[config.mk]
export PLATFORM = sky130hd
export DESIGN_NAME = periph_gpio
export DESIGN_NICKNAME = d
export VERILOG_FILES = /design/src/rtl/periph_gpio_pkg.sv /design/src/rtl/periph_gpio_debounce.sv /design/src/rtl/periph_gpio.sv
export SDC_FILE = /design/constraint.sdc
export NUM_CORES = 1
export LEC_CHECK = 0
export ABC_AREA = 1
export ABC_CLOCK_PERIOD_IN_PS = 1300
export BUFFER_PORTS_ARGS = -buffer_cell sky130_fd_sc_hd__buf_2
export CAP_MARGIN = 15
export CELL_PAD_IN_SITES_DETAIL_PLACEMENT = 1
export CELL_PAD_IN_SITES_GLOBAL_PLACEMENT = 1
export CORE_UTILIZATION = 28
export DETAILED_ROUTE_END_ITERATION = 7
export GPL_TIMING_DRIVEN = 0
export HOLD_SLACK_MARGIN = 0.15
export PLACE_DENSITY_LB_ADDON = 0.1
export SYNTH_ARGS = -nofsm -noshare
export SYNTH_HDL_FRONTEND = slang
export SYNTH_HIERARCHICAL = 1
export SYNTH_SLANG_ARGS = --single-unit
[constraint.sdc]
create_clock -name clk -period 1.3 [get_ports clk]
set_clock_uncertainty 0.05 [all_clocks]
set_input_delay 0.13 -clock clk [delete_from_list [all_inputs] [get_ports clk]]
set_output_delay 0.13 -clock clk [all_outputs]
set_load 0.1 [all_outputs]
[src/rtl/periph_gpio_pkg.sv]
// periph_gpio_pkg
//   Shared definitions for the GPIO peripheral: register byte offsets within
//   the block's 4 KiB region and helpers that turn a bus access size/offset
//   into byte-lane enables and a 32-bit lane mask.
//   No ports (package).
package periph_gpio_pkg;

    // Register byte offsets; decode compares only address[11:2].
    localparam logic [11:0] OFF_OUT     = 12'h000;
    localparam logic [11:0] OFF_STATUS  = 12'h004;
    localparam logic [11:0] OFF_EDGE    = 12'h008;
    localparam logic [11:0] OFF_IRQ_EN  = 12'h00C;
    localparam logic [11:0] OFF_OUT_SET = 12'h010;
    localparam logic [11:0] OFF_OUT_CLR = 12'h014;

    // Access size encoding on the command bus.
    localparam logic [1:0] SIZE_BYTE = 2'd0;
    localparam logic [1:0] SIZE_HALF = 2'd1;

    // Byte enables for an access. A halfword at offset 3 shifts its upper
    // lane out of the word, leaving only lane 3 enabled.
    function automatic logic [3:0] byte_enable(input logic [1:0] size,
                                               input logic [1:0] offset);
        logic [3:0] be;
        case (size)
            SIZE_BYTE: be = 4'b0001 << offset;
            SIZE_HALF: be = 4'b0011 << offset;
            default:   be = 4'b1111;
        endcase
        return be;
    endfunction

    // Expand byte enables to a bit mask over the 32-bit data word.
    function automatic logic [31:0] lane_mask(input logic [3:0] be);
        return {{8{be[3]}}, {8{be[2]}}, {8{be[1]}}, {8{be[0]}}};
    endfunction

endpackage

[src/rtl/periph_gpio_debounce.sv]
// gpio_debounce
//   One asynchronous input pin: two-flop synchroniser, per-bit stability
//   counter, debounced level and a single-cycle rise pulse.
//   Ports:
//     clk     in   sole clock
//     reset_n in   asynchronous active-low reset
//     pin     in   raw asynchronous input
//     level   out  debounced level (registered)
//     rise    out  high for the cycle in which level is about to go 0->1,
//                  so a consumer sampling it updates on the same edge as level
module gpio_debounce #(
    parameter int DEBOUNCE_CYCLES = 16
) (
    input  logic clk,
    input  logic reset_n,
    input  logic pin,
    output logic level,
    output logic rise
);

    logic meta;
    logic sync;

    // Two flops bring the asynchronous pin into the clk domain.
    always_ff @(posedge clk or negedge reset_n) begin
        if (!reset_n) begin
            meta <= 1'b0;
            sync <= 1'b0;
        end else begin
            meta <= pin;
            sync <= meta;
        end
    end

    if (DEBOUNCE_CYCLES == 0) begin : g_bypass

        // No stability window: the level simply follows the synchroniser.
        assign rise = sync & ~level;

        always_ff @(posedge clk or negedge reset_n) begin
            if (!reset_n) begin
                level <= 1'b0;
            end else begin
                level <= sync;
            end
        end

    end else begin : g_filter

        localparam int CNT_W = (DEBOUNCE_CYCLES > 1) ? $clog2(DEBOUNCE_CYCLES) : 1;

        logic [CNT_W-1:0] count;
        logic             expire;

        // The counter holds how many consecutive disagreeing cycles have
        // already been seen; this cycle is the last one of the window when
        // it still disagrees and count has reached DEBOUNCE_CYCLES-1.
        assign expire = (sync != level) && (count == CNT_W'(DEBOUNCE_CYCLES - 1));
        assign rise   = expire & sync;

        always_ff @(posedge clk or negedge reset_n) begin
            if (!reset_n) begin
                level <= 1'b0;
                count <= '0;
            end else if (sync == level) begin
                count <= '0;
            end else if (expire) begin
                level <= sync;
                count <= '0;
            end else begin
                count <= count + CNT_W'(1);
            end
        end

    end

endmodule

[src/rtl/periph_gpio.sv]
// periph_gpio
//   Memory-mapped GPIO block on the decoded dBus: output register with
//   set/clear aliases, debounced inputs with rising-edge capture, and a
//   level interrupt.
//   Ports:
//     clk, reset_n                 clock, asynchronous active-low reset
//     cmd_valid/ready/wr/address/data/size   command (ready is always 1)
//     rsp_valid, rsp_data          read response, one cycle after the read
//     gpio_out [NUM_OUT]           output pins, optionally inverted
//     gpio_in  [NUM_IN]            asynchronous input pins
//     irq                          level interrupt, |(EDGE & IRQ_EN) registered
module periph_gpio
    import periph_gpio_pkg::*;
#(
    parameter int         NUM_OUT         = 3,
    parameter int         NUM_IN          = 1,
    parameter int         DEBOUNCE_CYCLES = 16,
    parameter int         OUT_ACTIVE_LOW  = 1,
    parameter logic [7:0] STATUS_FLAGS    = 8'h00
) (
    input  logic               clk,
    input  logic               reset_n,
    input  logic               cmd_valid,
    output logic               cmd_ready,
    input  logic               cmd_wr,
    input  logic [11:0]        cmd_address,
    input  logic [31:0]        cmd_data,
    input  logic [1:0]         cmd_size,
    output logic               rsp_valid,
    output logic [31:0]        rsp_data,
    output logic [NUM_OUT-1:0] gpio_out,
    input  logic [NUM_IN-1:0]  gpio_in,
    output logic               irq
);

    localparam logic OUT_POLARITY = (OUT_ACTIVE_LOW != 0);

    logic [NUM_OUT-1:0] out_q;
    logic [NUM_OUT-1:0] out_next;
    logic [NUM_IN-1:0]  irq_en_q;
    logic [NUM_IN-1:0]  irq_en_next;
    logic [NUM_IN-1:0]  edge_q;
    logic [NUM_IN-1:0]  edge_next;
    logic [NUM_IN-1:0]  edge_clear;
    logic [NUM_IN-1:0]  level;
    logic [NUM_IN-1:0]  rise;
    logic [9:0]         word;
    logic [31:0]        mask;
    logic [31:0]        wdata;
    logic [31:0]        rdata;
    logic               wr_en;
    logic               rd_en;

    assign cmd_ready = 1'b1;
    assign wr_en     = cmd_valid & cmd_wr;
    assign rd_en     = cmd_valid & ~cmd_wr;
    assign word      = cmd_address[11:2];
    assign mask      = lane_mask(byte_enable(cmd_size, cmd_address[1:0]));
    assign wdata     = cmd_data & mask;

    for (genvar i = 0; i < NUM_IN; i++) begin : g_in
        gpio_debounce #(
            .DEBOUNCE_CYCLES(DEBOUNCE_CYCLES)
        ) u_debounce (
            .clk    (clk),
            .reset_n(reset_n),
            .pin    (gpio_in[i]),
            .level  (level[i]),
            .rise   (rise[i])
        );
    end

    // Next register values from the write path; only enabled lanes change.
    always_comb begin
        out_next    = out_q;
        irq_en_next = irq_en_q;
        edge_clear  = '0;
        if (wr_en) begin
            if (word == OFF_OUT[11:2]) begin
                out_next = (out_q & ~mask[NUM_OUT-1:0]) | wdata[NUM_OUT-1:0];
            end else if (word == OFF_OUT_SET[11:2]) begin
                out_next = out_q | wdata[NUM_OUT-1:0];
            end else if (word == OFF_OUT_CLR[11:2]) begin
                out_next = out_q & ~wdata[NUM_OUT-1:0];
            end else if (word == OFF_IRQ_EN[11:2]) begin
                irq_en_next = (irq_en_q & ~mask[NUM_IN-1:0]) | wdata[NUM_IN-1:0];
            end else if (word == OFF_EDGE[11:2]) begin
                edge_clear = wdata[NUM_IN-1:0];
            end
        end
    end

    // A rise in the same cycle as a write-one-to-clear keeps the bit set.
    assign edge_next = (edge_q & ~edge_clear) | rise;

    // Read mux; write-only and unmapped offsets return zero.
    always_comb begin
        rdata = '0;
        if (word == OFF_OUT[11:2]) begin
            rdata = 32'(out_q);
        end else if (word == OFF_STATUS[11:2]) begin
            rdata = {STATUS_FLAGS, 24'(level)};
        end else if (word == OFF_EDGE[11:2]) begin
            rdata = 32'(edge_q);
        end else if (word == OFF_IRQ_EN[11:2]) begin
            rdata = 32'(irq_en_q);
        end
    end

    // Register state; gpio_out is loaded from the next OUT value so the pins
    // change on the same edge as the register.
    always_ff @(posedge clk or negedge reset_n) begin
        if (!reset_n) begin
            out_q    <= '0;
            irq_en_q <= '0;
            edge_q   <= '0;
            gpio_out <= {NUM_OUT{OUT_POLARITY}};
            irq      <= 1'b0;
        end else begin
            out_q    <= out_next;
            irq_en_q <= irq_en_next;
            edge_q   <= edge_next;
            gpio_out <= out_next ^ {NUM_OUT{OUT_POLARITY}};
            irq      <= |(edge_q & irq_en_q);
        end
    end

    // Read response; rsp_data only loads on a read so it holds otherwise.
    always_ff @(posedge clk or negedge reset_n) begin
        if (!reset_n) begin
            rsp_valid <= 1'b0;
            rsp_data  <= '0;
        end else begin
            rsp_valid <= rd_en;
            if (rd_en) begin
                rsp_data <= rdata;
            end
        end
    end

endmodule
==> results of run 1 <==
## cell families after synthesis
| logic type | after synthesis |
|---|---|
| other | 2 |
| and+or+nand+nor | 85 |
| AOI/OAI and AO/OA | 7 |
| adders and majority gates | 1 |
| DFF | 20 |
| buffers and inverters | 54 |
## sequential cells by signal, indices dropped and copies added, names as in the netlist, named ones only
name / count
edge_q: 1
g_in.u_debounce/g_filter.count: 4
g_in.u_debounce/level: 1
g_in.u_debounce/meta: 1
g_in.u_debounce/sync: 1
gpio_out: 3
irq: 1
out_q: 3
rsp_data: 3
rsp_valid: 1
## area by class of cell
| class | count | area, um2 | share of cell area [%] |
|---|---|---|---|
| buffer | 30 | 225 | 12.9 |
| clock buffer | 4 | 45.0 | 2.58 |
| inverter | 24 | 90.1 | 5.15 |
| multi-input combinational | 123 | 612 | 35.0 |
| sequential | 20 | 504 | 28.8 |
| tap | 52 | 65.1 | 3.72 |
| timing repair buffer | 34 | 208 | 11.9 |
## timing repair
action | 4_1_cts | 5_1_grt
hold endpoints to repair | 24 | 0
gates resized for setup | 3 | 0
hold buffers | 6 | 0
endpoints found under the setup margin | 3 | 0
buffers inserted | 0 | 0
## where the power goes
part	leakage, nW	total, W	internal [W]	switching, W
logic	0.729	0.000620	0.000123	0.000497
registers	0.261	0.000649	0.000637	0.0000118
clock network	0.0228	0.000408	0.000217	0.000191
total	1.01	0.00168	0.000977	0.000699
## metrics by stage
stage          hold WS, ns  total power, W  instance area, um2  cells  setup slack (ns)
3_3_place_gp        0.0502         0.00125                1640    277            0.0939
5_1_grt              0.258         0.00176                1750    287           0.00441
2_1_floorplan       -0.216         0.00119                1430    197            0.0942
3_5_place_dp        0.0572         0.00126                1640    277            0.0694
4_1_cts              0.175         0.00170                1750    287            0.0511
6_report             0.217         0.00168                1750    287            0.0605
## layout by cell type (no fill, tap or decap)
cell type      Yosys  layout
a21o_1             1       1
inv_1             20      20
dlygate4sd3_1      0       6
a21oi_2            1       1
dfrtp_1           17      17
nand2_1           34      34
inv_2              4       4
nor2_4             4       4
o21ai_1            2       2
o21ai_2            1       1
buf_2              0      25
dfstp_2            3       3
ha_1               1       1
o21bai_1           1       1
o21ai_0            1       1
nor3_1             1       1
nor2_2             6       6
clkbuf_1           0       1
buf_4             30      33
nand4_1            2       2
nand2_2            3       3
nand3_2            2       2
conb_1             2      30
nand3_4            1       1
clkbuf_8           0       3
nand3_1           12      12
nor3_2             2       2
nor2_1            17      17
nand2_4            1       1
## cells in the mapped netlist
cell	count
conb_1	2
ha_1	1
dfstp_2	3
nand3_4	1
nor3_2	2
nor2_1	17
nand2_1	34
inv_1	20
o21ai_2	1
o21bai_1	1
nand4_1	2
a21o_1	1
dfrtp_1	17
nor2_4	4
o21ai_1	2
o21ai_0	1
nand2_4	1
nand2_2	3
buf_4	30
nand3_1	12
nor2_2	6
nor3_1	1
nand3_2	2
inv_2	4
a21oi_2	1
## routing by layer
metal,GRT usage [%],wire length (um),share of wire (%),vias up
met5,0,0,0,-
met3,4.13,160,5.2,0
met4,1.33,0,0,0
met1,12.9,1170,38,531
met2,28.0,1750,57,28
li1,-,-,-,586
## path summary, 6_finish.rpt
check,slack (ns),to
max,0.06,gpio_out[1]
min reg2reg,0.31,g_in[0].u_debounce/sync$_DFF_PN0_
max in group asynchronous,0.56,gpio_out[0]$_DFF_PN1_
max reg2reg,0.09,edge_q$_DFF_PN0_
min in group asynchronous,0.30,g_in[0].u_debounce/sync$_DFF_PN0_
min,0.22,gpio_out[1]$_DFF_PN1_
==> summary.txt, run 1 <==
Clock network
  • Root buffer cell: clkbuf_8
  • Clock transition at path regs: approximately 0.07 ns
  • Worst-skew pair later-pin latency: between 0.2 and 0.3 ns
  • Level count of the clock H-tree: 1
  • Largest buffer count on any clock path: 2
  • TritonCTS clock tree: done
  • Total clock buffers created by CTS: 3
  • Num Clock Sinks: 20

Die
  • Die area: approximately 5000 um2
  • Die Span Y: between 70 and 80 um
  • Top Ports: 89
  • Standard cell core area: ~4400 um2
  • Width of the chip: slightly above 70 um
  • Initial Util: 29.8%
  • Number of rows created at floorplan: 24

Worst setup path
  • Largest stage delay on the critical path: 0.53 ns
  • Data arrival at the endpoint of the critical path: between 1 and 1.5 ns
  • Reg2reg start: g_in[0].u_debounce/g_filter.count[0]$_DFF_PN0_
  • Stages on worst setup path: 1
  • Critical path buffer and inverter count: 1
  • Critical Path RT: roughly 1.1 ns
  • Capturing element type of the critical path: primary output
  • Highest net fanout along the worst path: 1
  • Path depth of the worst reg2reg path: 6
  • Crit path launch type: flop
  • Critical path class: flop to primary output
  • Critical-path cell with the highest stage delay: dfstp_2
  • Cell chain of the critical path: buf_4
  • CP startpoint: gpio_out[1]$_DFF_PN1_
  • Cell family with most CP delay: flip-flops

Placed design
  • Post-DP HPWL: ~2600 um
  • Count of port buffers added during placement: 28
  • Placer congestion estimate: 0.802

Logic synthesis
  • Combinational family with the most area after synthesis: simple AND/OR/NAND/NOR gates
  • Netlist area before placement: between 1000 and 1500 um2
  • Arithmetic-cell share of the synthesized area counting full adders, half adders and majority gates: less than 1%
  • Xor-xnor portion of the synthesized cell area: 0%
  • Post-synth top area cell: dfrtp_1
  • Number of distinct library cell variants in the gate-level netlist after synthesis: 25
  • Portion of netlist area occupied by mux cells: 0%
  • Area share of the largest cell type after synthesis: about a third
  • Number of standard cells after synthesis: about 170
  • Cells taking the most area after synthesis: dfrtp_1 (32%), buf_4 (17%), nand2_1 (9.6%)
  • Number of warnings reported in the yosys synthesis log: 6
  • Post-Synthesis Mean Instance Area: between 7 and 8 um2
  • Seq/Total Area, Yosys: a little under two fifths
  • Fraction of the mapped netlist area in compound gates: ~3.6%
  • Simple-gate share of the synthesized area: between 30% and 40%
  • Flip-flop and latch count after synthesis: 20

Global route
  • Vias in the first global route: 1259
  • Antenna violations before repair: 0
  • GRT Resource Usage Total: about an eighth
  • First-pass GRT wire length: 5380 um
  • GR Overflow Total: 0
  • Pin count of the biggest net entering global routing: 21

Timing
  • Max Fclk: just over 0.8 GHz
  • RSZ-0062 raised after global routing: no
  • Fin. Hold Viols: 0
  • Post-layout min period: between 1 and 1.5 ns
  • Number of pins exceeding their max-slew limit in the final report: 0
  • Sum Neg Setup Slack: 0 ns
  • Post-route clock period utilization: 95.3%
  • Number of setup violations in the final report: 0

Flow run
  • Max capacitance violation total: 0

Routing
  • Routed via count: 1145
  • Violation count after the first detailed-routing iteration: 19
  • Detailed Route WL: 3080 um
  • DRC errors left: 6
  • Number of routed nets with antenna violations: 0
  • Via count normalized by instance count: ~4
  • Average wire length per cell after detail routing: between 10 and 15 um
  • DR pass1 iterations: 6

Layout
  • ANT cells: 0
  • Share of final-layout standard cells stronger than drive strength 1: between 30 and 40%
  • Synthesis-to-finish area growth: 31.9%
  • Net count reported at finish: around 290
  • # fillers: 582
  • Core occupancy in the finished layout: around two fifths

Power
  • Leakage: around 1.0 nW
  • Highest ir drop seen on vdd: between 300 and 400 uV
  • Power per Cell Area: 959 nW/um2

Hold path
  • Class of the most critical hold timing path: input pin to flop
  • Launch point of the worst hold path: cmd_data[1]
  • WHS Path Cells: 4

Status
  • Result of the run: finished with violations
  • Violations in the final reports: design-rule violations
(Power assumes the default switching activity.)
==> run 2, diff against run 1 <==
ABC_CLOCK_PERIOD_IN_PS = 1510   (was 1300)
CORE_UTILIZATION = 30   (was 28)
clock period = 1.51 ns   (was 1.3 ns; I/O delays follow)
==> summary.txt, run 2 (same netlist as run 1, synthesis figures left out) <==
Timing
  • Final-layout worst hold slack: between 0.15 and 0.2 ns
  • Number of pins exceeding their max-slew limit in the final report: 0
  • RSZ-0062 raised after global routing: no
  • Number of setup violations in the final report: 0
  • Max Fclk: between 0.7 and 0.8 GHz
  • Post-route clock period utilization: approximately 92%
  • Sum Neg Setup Slack: 0 ns
  • Fin. Hold Viols: 0
  • Post-layout min period: between 1 and 1.5 ns

Die
  • Width of the chip: just under 70 um
  • Die Span Y: roughly 68 um
  • Initial Util: roughly 32%
  • Number of rows created at floorplan: 23
  • Standard cell core area: slightly above 4000 um2
  • Die area: 4690 um2
  • Top Ports: slightly below 90

Routing
  • Average wire length per cell after detail routing: between 10 and 15 um
  • Number of routed nets with antenna violations: 0
  • Violation count after the first detailed-routing iteration: 32
  • DR pass1 iterations: 4
  • Routed via count: 1155
  • Via count normalized by instance count: roughly 4.1
  • Detailed Route WL: between 2000 and 3000 um
  • DRC errors left: 0

Worst setup path
  • Cell family with most CP delay: flip-flops
  • Capturing element type of the critical path: primary output
  • Path depth of the worst reg2reg path: 6
  • Data arrival at the endpoint of the critical path: 1.19 ns
  • Largest stage delay on the critical path: around 0.52 ns
  • Highest net fanout along the worst path: 1
  • Critical path buffer and inverter count: 1
  • CP startpoint: gpio_out[0]$_DFF_PN1_
  • Stages on worst setup path: 1
  • Cell chain of the critical path: buf_2
  • Critical path class: flop to primary output
  • Critical-path cell with the highest stage delay: dfstp_2
  • Crit path launch type: flop
  • Setup slack of the most critical reg-to-reg path: 0.32 ns
  • Reg-to-Reg End: edge_q$_DFF_PN0_
  • Reg2reg start: g_in[0].u_debounce/g_filter.count[0]$_DFF_PN0_
  • Worst Setup EP: gpio_out[0]
  • Critical Path RT: approximately 1.3 ns

Clock network
  • Clock transition at path regs: roughly 0.070 ns
  • Level count of the clock H-tree: 1
  • TritonCTS clock tree: done
  • Worst-skew pair later-pin latency: ~0.25 ns
  • Total clock buffers created by CTS: 3
  • Num Clock Sinks: 20
  • Largest buffer count on any clock path: 2
  • Root buffer cell: clkbuf_8

Global route
  • Pin count of the biggest net entering global routing: 21
  • Highest-utilization routing layer at the global route stage: met2
  • Antenna violations before repair: 0
  • Vias in the first global route: between 1000 and 1500
  • GRT Resource Usage Total: a little over an eighth
  • Met1 Resource Use GR: between 10% and 20%
  • GR Overflow Total: 0
  • Met3 global-route usage: about 3.6%
  • First-pass GRT wire length: 4620 um
  • Met2 capacity usage during global routing: between 20% and 30%

Layout
  • Net count reported at finish: 288
  • ANT cells: 0
  • Largest register by flop count: g_in.u_debounce/g_filter.count
  • Synthesis-to-finish area growth: 32.3%
  • Share of final-layout standard cells stronger than drive strength 1: around two fifths
  • Number of flip-flops under the largest register name: 4
  • Most used cells in the layout excluding fill and tap cells: nand2_1 (34), buf_4 (30), conb_1 (30)
  • Leading cell type in the layout, fill and taps excluded: nand2_1

Placed design
  • Count of port buffers added during placement: 28
  • Post-DP HPWL: between 2000 and 2500 um
  • Placer congestion estimate: between 0.8 and 0.9

Power
  • Highest ir drop seen on vdd: approximately 630 uV
  • Leakage: approximately 1.0 nW
  • Power per Cell Area: around 850 nW/um2

Status
  • Result of the run: complete, no violations

Flow run
  • Max capacitance violation total: 0

Hold path
  • Class of the most critical hold timing path: input pin to flop
[run 2: cell types whose count changed in the layout (fill, tap and decap cells not counted)]
cell | before | now
buf_2 | 25 | 28
buf_4 | 33 | 30
clkbuf_1 | 1 | 0
clkbuf_8 | 3 | 4
nor2_2 | 6 | 5
nor2_4 | 4 | 5
[run 2: layout make-up]
| class | count | area (um2) |
|---|---|---|
| timing repair buffer | 34 | 200 |
| buffer | 30 | 225 |
| sequential | 20 | 504 |
| clock buffer | 4 | 55.1 |
| tap | 50 | 62.6 |
| multi-input combinational | 123 | 617 |
| inverter | 24 | 90.1 |
| fill | 541 | 2360 |
[run 2: repair_timing]
item	in CTS	in global routing
resized for setup	0	1
buffers inserted	0	0
hold endpoints to repair	24	0
hold buffers	6	0
setup endpoints to repair	0	3
[run 2: metrics by stage]
stage	total power [W]	worst slack [ns]	cell area (um2)	std cells	utilization [%]
after CTS	0.00150	0.0956	1750	285	42.5
after global routing	0.00155	0.0364	1750	285	42.6
final	0.00149	0.120	1750	285	42.6
after floorplan	0.00102	0.304	1430	197	-
after global placement	0.00108	0.272	1630	275	39.7
after detailed placement	0.00108	0.239	1630	275	39.7
[run 2: how the worst min path moves through the flow]
stage | start | end | slack [ns] | cells past startpoint
after floorplan | reset_n | async pin | -0.19 | 0
after global placement | reset_n | out_q[2]$_DFF_PN0_ | 0.07 | 1
after detailed placement | reset_n | rsp_data[1]$_DFFE_PN0P_ | 0.08 | 1
after CTS | cmd_data[1] | gpio_out[1]$_DFF_PN1_ | 0.21 | 4
after global routing | cmd_data[1] | gpio_out[1]$_DFF_PN1_ | 0.23 | 4
final | cmd_data[1] | gpio_out[1]$_DFF_PN1_ | 0.20 | 4
[run 2: metal layers]
metal  vias to the layer above  wire [um]
li1                        585          -
met4                         0          0
met3                         0        190
met1                       529       1210
met5                         -          0
met2                        41       1540
[run 2: report_power, final]
part	internal (W)	total, W	switching, W
clock network	0.000232	0.000400	0.000168
registers	0.000548	0.000558	0.00000961
logic	0.000106	0.000532	0.000426
total	0.000886	0.00149	0.000604
